--- src/rtl/periph_bus_bridge.sv ---
// CPU-to-peripheral bridge: decodes one request at a time onto four slave ports,
// with a bounded wait for slave completion and error reporting on timeout/unmapped.
module periph_bus_bridge #(
    parameter logic [31:0] SLV_MASK       = 32'hFFFF_FF00,
    parameter logic [31:0] SLV0_BASE      = 32'h8000_0000,
    parameter logic [31:0] SLV1_BASE      = 32'h8000_0100,
    parameter logic [31:0] SLV2_BASE      = 32'h8000_0200,
    parameter logic [31:0] SLV3_BASE      = 32'h8000_0300,
    parameter int          TIMEOUT_CYCLES = 64,
    parameter logic [31:0] ERR_RDATA      = 32'hDEAD_BEEF
) (
    input  logic          cpu_clk,
    input  logic          resetn,
    input  logic          m_valid,
    input  logic [31:0]   m_addr,
    input  logic [31:0]   m_wdata,
    input  logic [3:0]    m_wstrb,
    output logic          m_ready,
    output logic [31:0]   m_rdata,
    output logic [3:0]    s_valid,
    output logic [31:0]   s_addr,
    output logic [31:0]   s_wdata,
    output logic [3:0]    s_wstrb,
    input  logic [3:0]    s_ready,
    input  logic [127:0]  s_rdata,
    output logic          bus_err,
    output logic [7:0]    err_count
);

    typedef enum logic [1:0] {IDLE, REQ, RESP} state_t;

    localparam logic [7:0] WAIT_LAST = 8'(TIMEOUT_CYCLES - 1);

    state_t      state_q, state_d;
    logic [1:0]  sel_q, sel_d;
    logic [7:0]  wait_cnt_q, wait_cnt_d;
    logic        err_q, err_d;
    logic [31:0] m_rdata_q, m_rdata_d;
    logic [3:0]  s_valid_q, s_valid_d;
    logic [31:0] s_addr_q, s_addr_d;
    logic [31:0] s_wdata_q, s_wdata_d;
    logic [3:0]  s_wstrb_q, s_wstrb_d;
    logic [7:0]  err_count_q, err_count_d;

    logic        hit;
    logic [1:0]  hit_idx;
    logic        sel_ready;
    logic [31:0] sel_rdata;

    function automatic logic [31:0] slv_base(input int idx);
        case (idx)
            0:       slv_base = SLV0_BASE;
            1:       slv_base = SLV1_BASE;
            2:       slv_base = SLV2_BASE;
            default: slv_base = SLV3_BASE;
        endcase
    endfunction

    // Scan from the top down so the lowest matching index is the one left standing.
    always_comb begin
        hit     = 1'b0;
        hit_idx = 2'd0;
        for (int i = 3; i >= 0; i--) begin
            if ((m_addr & SLV_MASK) == slv_base(i)) begin
                hit     = 1'b1;
                hit_idx = i[1:0];
            end
        end
    end

    assign sel_ready = s_ready[sel_q];
    assign sel_rdata = s_rdata[32*sel_q +: 32];

    always_ff @(posedge cpu_clk or negedge resetn) begin
        if (!resetn) begin
            state_q     <= IDLE;
            sel_q       <= 2'd0;
            wait_cnt_q  <= 8'd0;
            err_q       <= 1'b0;
            m_rdata_q   <= 32'd0;
            s_valid_q   <= 4'd0;
            s_addr_q    <= 32'd0;
            s_wdata_q   <= 32'd0;
            s_wstrb_q   <= 4'd0;
            err_count_q <= 8'd0;
        end else begin
            state_q     <= state_d;
            sel_q       <= sel_d;
            wait_cnt_q  <= wait_cnt_d;
            err_q       <= err_d;
            m_rdata_q   <= m_rdata_d;
            s_valid_q   <= s_valid_d;
            s_addr_q    <= s_addr_d;
            s_wdata_q   <= s_wdata_d;
            s_wstrb_q   <= s_wstrb_d;
            err_count_q <= err_count_d;
        end
    end

    always_comb begin
        state_d     = state_q;
        sel_d       = sel_q;
        wait_cnt_d  = wait_cnt_q;
        err_d       = err_q;
        m_rdata_d   = m_rdata_q;
        s_valid_d   = s_valid_q;
        s_addr_d    = s_addr_q;
        s_wdata_d   = s_wdata_q;
        s_wstrb_d   = s_wstrb_q;
        err_count_d = err_count_q;

        case (state_q)
            IDLE: begin
                if (m_valid) begin
                    s_addr_d   = m_addr;
                    s_wdata_d  = m_wdata;
                    s_wstrb_d  = m_wstrb;
                    sel_d      = hit_idx;
                    wait_cnt_d = 8'd0;
                    err_d      = !hit;
                    if (hit) begin
                        s_valid_d = 4'(4'b0001 << hit_idx);
                        state_d   = REQ;
                    end else begin
                        m_rdata_d = ERR_RDATA;
                        state_d   = RESP;
                        if (err_count_q != 8'hFF) err_count_d = err_count_q + 8'd1;
                    end
                end
            end
            REQ: begin
                // A ready arriving on the last allowed cycle still counts as success.
                if (sel_ready) begin
                    m_rdata_d = sel_rdata;
                    s_valid_d = 4'd0;
                    state_d   = RESP;
                end else if (wait_cnt_q == WAIT_LAST) begin
                    m_rdata_d = ERR_RDATA;
                    s_valid_d = 4'd0;
                    err_d     = 1'b1;
                    state_d   = RESP;
                    if (err_count_q != 8'hFF) err_count_d = err_count_q + 8'd1;
                end else begin
                    wait_cnt_d = wait_cnt_q + 8'd1;
                end
            end
            RESP: begin
                state_d = IDLE;
            end
            default: begin
                state_d = IDLE;
            end
        endcase
    end

    assign m_ready   = (state_q == RESP);
    assign bus_err   = (state_q == RESP) && err_q;
    assign m_rdata   = m_rdata_q;
    assign s_valid   = s_valid_q;
    assign s_addr    = s_addr_q;
    assign s_wdata   = s_wdata_q;
    assign s_wstrb   = s_wstrb_q;
    assign err_count = err_count_q;

endmodule

--- config.mk ---
export PLATFORM = sky130hd
export DESIGN_NAME = periph_bus_bridge
export DESIGN_NICKNAME = d
export VERILOG_FILES = /design/src/rtl/periph_bus_bridge.sv
export SDC_FILE = /design/constraint.sdc
export NUM_CORES = 1
export LEC_CHECK = 0
export ABC_AREA = 1
export ABC_CLOCK_PERIOD_IN_PS = 4000
export CORE_ASPECT_RATIO = 1.75
export CORE_MARGIN = 2
export CORE_UTILIZATION = 44
export DETAILED_ROUTE_END_ITERATION = 10
export GPL_TIMING_DRIVEN = 0
export PLACE_DENSITY_LB_ADDON = 0.15
export SETUP_SLACK_MARGIN = 0.02
export SLEW_MARGIN = 20
export SYNTH_ARGS = -nofsm -noshare
export SYNTH_HDL_FRONTEND = slang
export SYNTH_SLANG_ARGS = --single-unit
--- constraint.sdc ---
create_clock -name cpu_clk -period 4 [get_ports cpu_clk]
set_input_delay 0.6 -clock cpu_clk [delete_from_list [all_inputs] [get_ports cpu_clk]]
set_output_delay 0.6 -clock cpu_clk [all_outputs]
set_load 0.01 [all_outputs]
==> results.toml, run 1 <==
[sta]
skew_ns = 0.0121
min_period_ns = 2.33
tightest_slew_ns = 0.544
maxSlewHeadroom_pct = 63.7
fmax_mhz = 430
setup_slack_ns = 1.67
setup_violations = 0
grt_setup_unrepaired = "no"
finalCritPeriodShare_pct = 58.1
drv_slew = 0
finalHoldViolations = 0

[min_path]
hp-class = "in2async"

[floorplanning]
die_h_um = 163
dieArea_mm2 = 0.0154
io_pins = 317
core_mm2 = 0.0142
start_util_pct = 44.5
die_w_um = 94.7
rows = 58

[yosys]
syn_avg_cell_area_um2 = 7.64
synth_flop_cell = "dfrtp_1"
synthDistinctLibCells = 35
synth_top_family_by_area = "simple AND/OR/NAND/NOR gates"
syn_inst = 829
ys_seq_area_share_pct = 49.4
synth_top_cell_by_area = "dfrtp_1"
yosysMostFrequentCell = "nand2_1"
synth.area.top_cells = "dfrtp_1 49%, nand2_1 20%, o21ai_0 7.7%"
synth_seq_cells = 125
synth-simple-area-share_pct = 30.7
synth-xor-area-share_pct = 1.24
synth_nets = 1034
synth_common_cells = "334 x nand2_1, 125 x dfrtp_1, 99 x nor2_1"
synth-adder-area-share_pct = 0.395
syn_area_mm2 = 0.00633
synth_edf_count = 0
synthArstFlopShare_pct = 100
synth.area.mux_share_pct = 0
synth_compound_area_share_pct = 13.1
synth_warnings = 0
synth.top_cell.area_share_pct = 49.4

[power_and_ir_drop]
vdd_drop_max_mv = 0.535
switching_power_mw = 2.64
power_frac_clock_pct = 20.5
p_comb_share_pct = 48.3
p_leak_nw = 4.71
power_density_mw_per_mm2 = 667
p_seq_share_pct = 31.2
p_int_mw = 4.22
power.share.switching_pct = 38.4
total_power_mw = 6.86

[clock_tree]
root_buffer = "clkbuf_16"
clk_pin_slew_worst_paths_ns = 0.06
htree_levels = 4
tritoncts = "built"
cts.sinks = 125
cts_buffer_depth = 2
postCtsSetupBuffers = 0
cts_resized = 0
holdBufCountCts = 0
cts_buffers = 17
clk-insertion-delay-late_ns = 0.42

[worst_setup_path]
crit_type = "reg2out"
r2r_cells = 9
timing.rr.end = "m_rdata[6]"
startpoint_type = "flop"
required_ns = 3.40
cp.arrival_ns = 1.73
worstSetupEndpointType = "output pin"
timing.rr.start = "wait_cnt_q[0]"
reg2reg_slack_ns = 2.11
critical_path.max_fanout = 6

[global_route]
antenna_found_initial = 0
met3_usage_pct = 9.44
grt_pass1_vias = 6870
grt_usage_pct = 29.2
grtUsageMet1_pct = 30.9
busiest_layer = "met2"
grt_pass1_wl_um = 34800
grt_use_met2_pct = 52.3
grt_max_degree = 66
grt_overflow = 0

[drt]
routed_wl_um = 22700
drt_iter0_markers = 306
route.detailed.drc = 0
viasPerCell = 5.13
routedWlPerCell_um = 16.8
vias = 6956
ant_nets = 0
drtPass1Iterations = 4

[finish]
area_delta_synth_final_pct = 62.5
nNetsFinal = 1370
diodes = 0
drive_gt1_share_pct = 7.22
fin_area_mm2 = 0.0103

[place]
portBuffers = 316
gp_congestion = 0.831
place_area_mm2 = 0.00975
post-place-ws_ns = 1.44
dpl.hpwl_um = 17600

[status]
status = "finished, final reports clean"

[job]
max_cap_violations = 0
-- cell families (layout without fill, tap and decap cells) --
family / Yosys count / after routing
AO/OA/AOI/OAI: 145 / 145
XOR/XNOR: 9 / 9
adder cells (fa/ha/maj): 2 / 2
buffers and inverters: 68 / 416
flip-flops: 125 / 125
AND/OR/NAND/NOR: 480 / 480
-- cell usage in the layout, fill, tap and decap left out, types with 2 or more instances in the layout --
master           synthesis  final
nand2_1                334    334
clkdlybuf4s50_1          0    315
dfrtp_1                125    125
nor2_1                  99     99
o21ai_0                 98     98
nand3_1                 26     26
o221ai_1                24     24
clkbuf_1                17     17
clkbuf_16                0     17
inv_1                   14     14
buf_2                   13     13
buf_4                    9      9
o21ai_1                  9      9
o22ai_1                  9      9
nor2_2                   7      7
clkbuf_2                 6      6
xor2_1                   6      6
inv_2                    5      5
clkinvlp_4               0      5
inv_6                    0      5
a21oi_1                  4      4
xnor2_1                  3      3
nor2_4                   2      2
buf_6                    2      2
nand3b_1                 2      2
ha_1                     2      2
clkinv_2                 0      2
-- state kept, by name, summed over array words and instances, names as in the netlist --
| name | cells |
|---|---|
| sel_q | 2 |
| err_q | 1 |
| s_wdata | 32 |
| wait_cnt_q | 8 |
| s_valid | 4 |
| m_rdata | 32 |
| s_addr | 32 |
| s_wstrb | 4 |
| err_count | 8 |
| state_q | 2 |
-- area by class of cell --
type,count,area [µm²]
multi-input combinational,636,2880
tap,180,225
buffer,48,253
fill,1162,3930
clock inverter,14,111
sequential,125,3130
timing repair buffer,317,3200
clock buffer,17,425
inverter,20,77.6
-- critical path, cell delays in order, from the launching register on --
cell and delay [ns]:
dfrtp_1 0.45, inv_2 0.14, and3_1 0.17, clkdlybuf4s50_1 0.54
-- worst max path at each step --
stage	from	endpoint	slack, ns	cells past startpoint
2_1_floorplan	m_addr[23]	m_rdata[0]	2.31	9
3_3_place_gp	resetn	err_count[3]	-2.70	1
3_5_place_dp	m_addr[31]	m_rdata[14]	1.44	10
4_1_cts	state_q[0]	bus_err	1.65	3
5_1_grt	state_q[0]	bus_err	1.61	3
6_report	state_q[0]	bus_err	1.67	3
-- metal layers --
metal | wire, µm | share of wire, %
met5 | 0 | 0
met4 | 796 | 3.5
met3 | 1900 | 8.3
met2 | 11800 | 52
met1 | 8250 | 36
-- power by group through the flow --
stage                     registers (mW)  clock network (mW)  logic (mW)
after global routing                2.20                1.49        3.66
after CTS                           2.14                1.43        3.35
final                               2.14                1.41        3.31
after global placement              2.13                   0        3.28
after detailed placement            2.15                   0        3.33
after floorplan                     2.36                   0        1.36
-- stage by stage --
stage | utilization, % | hold slack, ns | instances | TNS, ns
floorplan | - | 0.304 | 829 | 0
global placement | 68.3 | 0.453 | 1325 | -336.15
detailed placement | 68.6 | 0.457 | 1326 | 0
CTS | 72.4 | 0.139 | 1357 | 0
global route | 72.4 | 0.135 | 1357 | 0
finish | 72.4 | 0.120 | 1357 | 0
Note: power is estimated with default switching activity, not from simulation.
==> inputs of run 2 (changes only) <==
--- a/config.mk
+++ b/config.mk
@@ -6,10 +6,10 @@
 export NUM_CORES = 1
 export LEC_CHECK = 0
 export ABC_AREA = 1
-export ABC_CLOCK_PERIOD_IN_PS = 4000
+export ABC_CLOCK_PERIOD_IN_PS = 2000
 export CORE_ASPECT_RATIO = 1.75
 export CORE_MARGIN = 2
-export CORE_UTILIZATION = 44
+export CORE_UTILIZATION = 37
 export DETAILED_ROUTE_END_ITERATION = 10
 export GPL_TIMING_DRIVEN = 0
 export PLACE_DENSITY_LB_ADDON = 0.15
==> constraint.sdc (replaced) <==
create_clock -name cpu_clk -period 2 [get_ports cpu_clk]
set_input_delay 0.3 -clock cpu_clk [delete_from_list [all_inputs] [get_ports cpu_clk]]
set_output_delay 0.3 -clock cpu_clk [all_outputs]
set_load 0.01 [all_outputs]
==> results.toml, run 2 (synthesis gave the netlist of run 1 again) <==
[finish]
layout_commonest_cell = "nand2_1"
drive_gt1_share_pct = 7.80
fillerInstances = 1581
seqCellArea_mm2 = 0.00313
area_delta_synth_final_pct = 65.3
fin_area_mm2 = 0.0105
layout_common_cells = "334 x nand2_1, 314 x clkdlybuf4s50_1, 122 x dfrtp_1, 99 x nor2_1, 97 x o21ai_0"
nNetsFinal = 1372
multi_input_area_mm2 = 0.00289

[worst_setup_path]
crit_slowest_cell = "clkdlybuf4s50_1"
reg2reg_slack_ns = 0.17
required_ns = 1.70
cp.arrival_ns = 1.60
cp_slowest_stage_delay_ns = 0.55
cpLargestDelayFamily = "buffers and inverters"
crit_type = "reg2out"
worstSetupEndpointType = "output pin"
critPathBufInv = 2
critical_path.max_fanout = 5
crit_chain = "inv_2 > nor2_1 > clkdlybuf4s50_1"
startpoint_type = "flop"

[clock_tree]
clk-insertion-delay-late_ns = 0.41
cts.sinks = 125
root_buffer = "clkbuf_16"
tritoncts = "built"
cts_buffer_depth = 2
htree_levels = 4
clk_pin_slew_worst_paths_ns = 0.06
cts_buffers = 17

[drt]
routed_wl_um = 22500
drtPass1Iterations = 5
viasPerCell = 4.87
routedWlPerCell_um = 16.0
vias = 6856
ant_nets = 0
route.detailed.drc = 0
drt_iter0_markers = 249

[sta]
fmax_mhz = 528
maxSlewHeadroom_pct = 66.4
drv_slew = 0
tightest_slew_ns = 0.504
grt_setup_unrepaired = "no"
setup_violations = 0
finalCritPeriodShare_pct = 94.8
whs_ns = 0.337
skew_ns = 0.0107
setup_slack_ns = 0.104
min_period_ns = 1.90
tns_ns = 0
finalHoldViolations = 0

[global_route]
grt_pass1_vias = 6887
grt_max_degree = 95
grt_overflow = 0
grt_pass1_wl_um = 34400
antenna_found_initial = 1
grt_usage_pct = 24.5

[status]
status = "finished, final reports clean"

[floorplanning]
start_util_pct = 37.5
die_w_um = 103
core_mm2 = 0.0169
rows = 63
dieArea_mm2 = 0.0182
io_pins = 317
die_h_um = 177

[power_and_ir_drop]
p_int_mw = 8.86
power_frac_clock_pct = 22.7
power_density_mw_per_mm2 = 1350
p_leak_nw = 4.76
vdd_drop_max_mv = 0.827
p_seq_share_pct = 30.3
power.share.switching_pct = 37.1
p_comb_share_pct = 47.0
switching_power_mw = 5.24
total_power_mw = 14.1

[min_path]
hp-class = "in2async"

[job]
max_cap_violations = 0

[place]
gp_congestion = 0.839
portBuffers = 316
place_area_mm2 = 0.00981
dpl.hpwl_um = 17400
post-place-ws_ns = -0.279
-- run 2: final cells by class --
cell class / count / area share, %
timing repair buffer: 319 / 30.7
inverter: 20 / 0.741
clock buffer: 18 / 4.10
multi-input combinational: 636 / 27.6
sequential: 125 / 29.9
antenna: 1 / 0.0239
tap: 227 / 2.71
clock inverter: 14 / 1.73
buffer: 48 / 2.52
-- run 2: path summary, 6_finish.rpt --
kind / from / end / cells past startpoint
max: state_q[1] / m_ready / 3
min: resetn / err_count[0] / 2
max reg2reg: sel_q[0] / m_rdata[4] / 7
min reg2reg: s_wdata[13] / s_wdata[13] / 2
max in group asynchronous: resetn / s_wdata[19] / 3
min in group cpu_clk: m_wdata[20] / s_wdata[20] / 3
-- run 2: power by group through the flow --
stage	Sequential, mW	Combinational [mW]	Clock, mW
after global placement	4.28	6.59	0
after detailed placement	4.30	6.68	0
after CTS	4.28	6.70	3.26
final	4.27	6.62	3.20
after floorplan	4.72	2.72	0
after global routing	4.40	7.39	3.36
-- run 2: stage by stage --
step,utilization [%],instances
global route,62.1,1408
CTS,61.9,1406
finish,62.1,1408
global placement,58.0,1372
floorplan,-,829
detailed placement,58.2,1373
-- run 2: layer usage --
| metal | vias to the layer above | part of all wire (%) | global-route usage, % |
|---|---|---|---|
| li1 | 3380 | - | - |
| met1 | 3199 | 36 | 25.3 |
| met2 | 230 | 52 | 44.3 |
| met3 | 47 | 7.7 | 6.99 |
| met4 | 0 | 3.8 | 11.5 |
| met5 | - | 0 | 0 |
-- run 2: what timing repair did --
action / 4_1_cts / 5_1_grt
setup endpoints to repair: 3 / 25
gates resized for setup: 5 / 13
buffers inserted: 0 / 1
endpoints found under the hold margin: 31 / 0
pin swaps: 0 / 1
hold buffers: 1 / 0
-- run 2: worst reg2reg max path: stages, from the launching register on --
cell      delay [ns]
dfrtp_2         0.44
inv_2           0.08
clkbuf_1        0.36
clkbuf_2        0.36
nor2_1          0.08
o22ai_1         0.26
nand2_1         0.12
nand2_1         0.08
==> inputs of run 3 (changes only) <==
--- a/config.mk
+++ b/config.mk
@@ -5,14 +5,13 @@
 export SDC_FILE = /design/constraint.sdc
 export NUM_CORES = 1
 export LEC_CHECK = 0
-export ABC_AREA = 1
 export ABC_CLOCK_PERIOD_IN_PS = 2000
 export CORE_ASPECT_RATIO = 1.75
 export CORE_MARGIN = 2
-export CORE_UTILIZATION = 37
+export CORE_UTILIZATION = 35
 export DETAILED_ROUTE_END_ITERATION = 10
 export GPL_TIMING_DRIVEN = 0
-export PLACE_DENSITY_LB_ADDON = 0.15
+export PLACE_DENSITY = 0.75
 export SETUP_SLACK_MARGIN = 0.02
 export SLEW_MARGIN = 20
 export SYNTH_ARGS = -nofsm -noshare
==> results.toml, run 3 <==
[finish]
layout_commonest_cell = "clkdlybuf4s50_1"
stdcell_count = 1104
area_delta_synth_final_pct = 78.1
drive_gt1_share_pct = 15.5
layout_common_cells = "301 x clkdlybuf4s50_1, 210 x nand2_1, 124 x dfrtp_1, 33 x mux4_2, 25 x o22a_1"
final_util_pct = 63.3
nNetsFinal = 1103

[clock_tree]
clk_pin_slew_worst_paths_ns = 0.06
cts.sinks = 125
root_buffer = "clkbuf_16"
htree_levels = 4
cts_buffers = 17
cts_buffer_depth = 2
tritoncts = "built"
clk-insertion-delay-late_ns = 0.41

[global_route]
grt_pass1_vias = 5848
grt_pass1_wl_um = 31200
grt_usage_pct = 23.4
grt_overflow = 0
antenna_found_initial = 2
grt_max_degree = 71

[worst_setup_path]
r2r_cells = 6
path_common_cell = "or3_4"
required_ns = 2.30
cpLargestDelayFamily = "simple AND/OR/NAND/NOR gates"
startpoint_type = "flop"
cp.arrival_ns = 2.36
critPathBufInv = 1
crit_type = "reg2reg"
timing.rr.start = "sel_q[1]"
worstSetupEndpointType = "flop"
timing.rr.end = "err_count[1]"
critical_path.max_fanout = 5
crit_chain = "buf_6 > mux2i_4 > o22ai_4 > or3_4 > or3_4 > mux2_4"
reg2reg_slack_ns = -0.06
crit_slowest_cell = "or3_4"
cp_slowest_stage_delay_ns = 0.45

[job]
max_cap_violations = 0

[drt]
drtPass1Iterations = 4
route.detailed.drc = 0
vias = 5532
viasPerCell = 5.01
routed_wl_um = 20400
routedWlPerCell_um = 18.4
ant_nets = 0
drt_iter0_markers = 120

[yosys]
synth_common_cells = "211 x nand2_1, 125 x dfrtp_1, 33 x mux4_2"
synth.area.top_cells = "dfrtp_1 54%, nand2_1 14%, mux4_2 13%"
synth_flop_cell = "dfrtp_1"
ys_seq_area_share_pct = 54.1
synth_nets = 742
synth_edf_count = 0
syn_avg_cell_area_um2 = 10.8
synth_top_cell_by_area = "dfrtp_1"
synthDistinctLibCells = 45
synth_warnings = 0
synthArstFlopShare_pct = 100
synth_seq_cells = 125
yosysMostFrequentCell = "nand2_1"
syn_area_mm2 = 0.00579
syn_inst = 537
synth.top_cell.area_share_pct = 54.1

[floorplanning]
start_util_pct = 35.5
dieArea_mm2 = 0.0176
die_w_um = 101
die_h_um = 174
io_pins = 317
core_mm2 = 0.0163
rows = 62

[place]
portBuffers = 316
place_inst = 1046
dpl.hpwl_um = 15600
post-place-ws_ns = -0.789
gp_congestion = 0.842

[min_path]
hold-path-cell-count = 3
hp-class = "in2reg"
min_from = "m_addr[30]"
hold_end = "s_addr[30]"

[sta]
grt_setup_unrepaired = "yes"
setup_slack_ns = -0.0624
drv_slew = 0
finalHoldViolations = 0
min_period_ns = 2.06
fmax_mhz = 485
tns_ns = -0.341
finalCritPeriodShare_pct = 103
skew_ns = 0.00799
maxSlewHeadroom_pct = 59.3
tightest_slew_ns = 0.610
setup_violations = 17

[status]
status = "finished with violations"
violations = "setup timing"

[power_and_ir_drop]
vdd_drop_max_mv = 0.570
power_density_mw_per_mm2 = 751
p_leak_nw = 4.45
==> run 3: cell types whose count changed after synthesis, moves of 10 or more <==
cell and change:
mux4_2 +33, o21ai_0 -91, nor2_1 -83, buf_2 -10, o221ai_1 -24, inv_1 -10, nand3_1 -15, o22a_1 +25
nand2_1 -123
==> run 3: layout make-up <==
cell class                      instances  area [µm²]
Antenna cell                            2        5.00
Sequential cell                       125        3130
Buffer                                 28         171
Clock buffer                           25         505
Fill cell                            1305        5980
Inverter                                5        21.3
Multi-Input combinational cell        378        2730
Clock inverter                          6        82.6
Tap cell                              192         240
Timing Repair Buffer                  343        3430
==> run 3: how the worst max path moves through the flow <==
| stage | startpoint | endpoint | cells past startpoint |
|---|---|---|---|
| after floorplan | wait_cnt_q[0] | err_count[1] | 7 |
| after global placement | resetn | s_addr[21] | 1 |
| after detailed placement | m_addr[29] | err_count[1] | 6 |
| after CTS | sel_q[1] | err_count[1] | 6 |
| after global routing | sel_q[1] | err_count[1] | 6 |
| final | sel_q[1] | err_count[1] | 6 |
==> run 3: cells by family after synthesis <==
kind of cell    Yosys count  synth area share, %
compound gates           57                 7.96
mux                      39                 14.0
flops                   125                 54.1
xor+xnor                 11                 1.67
buf+inv                  35                 2.59
fa+ha+maj                 2                0.432
simple gates            268                 19.2
==> run 3: where the power goes <==
group          leakage [nW]  total, mW  switching, mW  internal, mW
logic                  2.67       1.69          0.671          1.01
clock network         0.289       3.07           1.09          1.99
registers              1.49       2.98          0.200          2.78
==> run 3: metal layers <==
metal,part of all wire [%],vias to the layer above,global-route usage [%]
li1,-,2594,-
met1,34,2650,23.8
met2,53,239,41.5
met3,8.1,49,7.92
met4,4.3,0,11.9
met5,0,-,0
==> run 3: tightest hold or removal path, stage by stage <==
cell,delay (ns)
dlymetal6s2s_1,0.16
nand2_1,0.07
nand2_1,0.04
==> run 3: what timing repair did <==
action	CTS	global route
pin swaps	7	10
resized for setup	31	40
setup buffers	14	12
endpoints found under the setup margin	110	52
hold buffers	1	0
gates cloned	0	1
hold endpoints to repair	69	0
==> run 3: metrics by stage <==
step / hold WS (ns) / power (mW) / area (µm²)
2_1_floorplan: 0.00441 / 3.53 / 5840
3_3_place_gp: 0.457 / 4.63 / 9250
3_5_place_dp: 0.296 / 4.66 / 9280
4_1_cts: 0.223 / 7.79 / 10100
5_1_grt: 0.188 / 8.11 / 10300
6_report: 0.195 / 7.74 / 10300
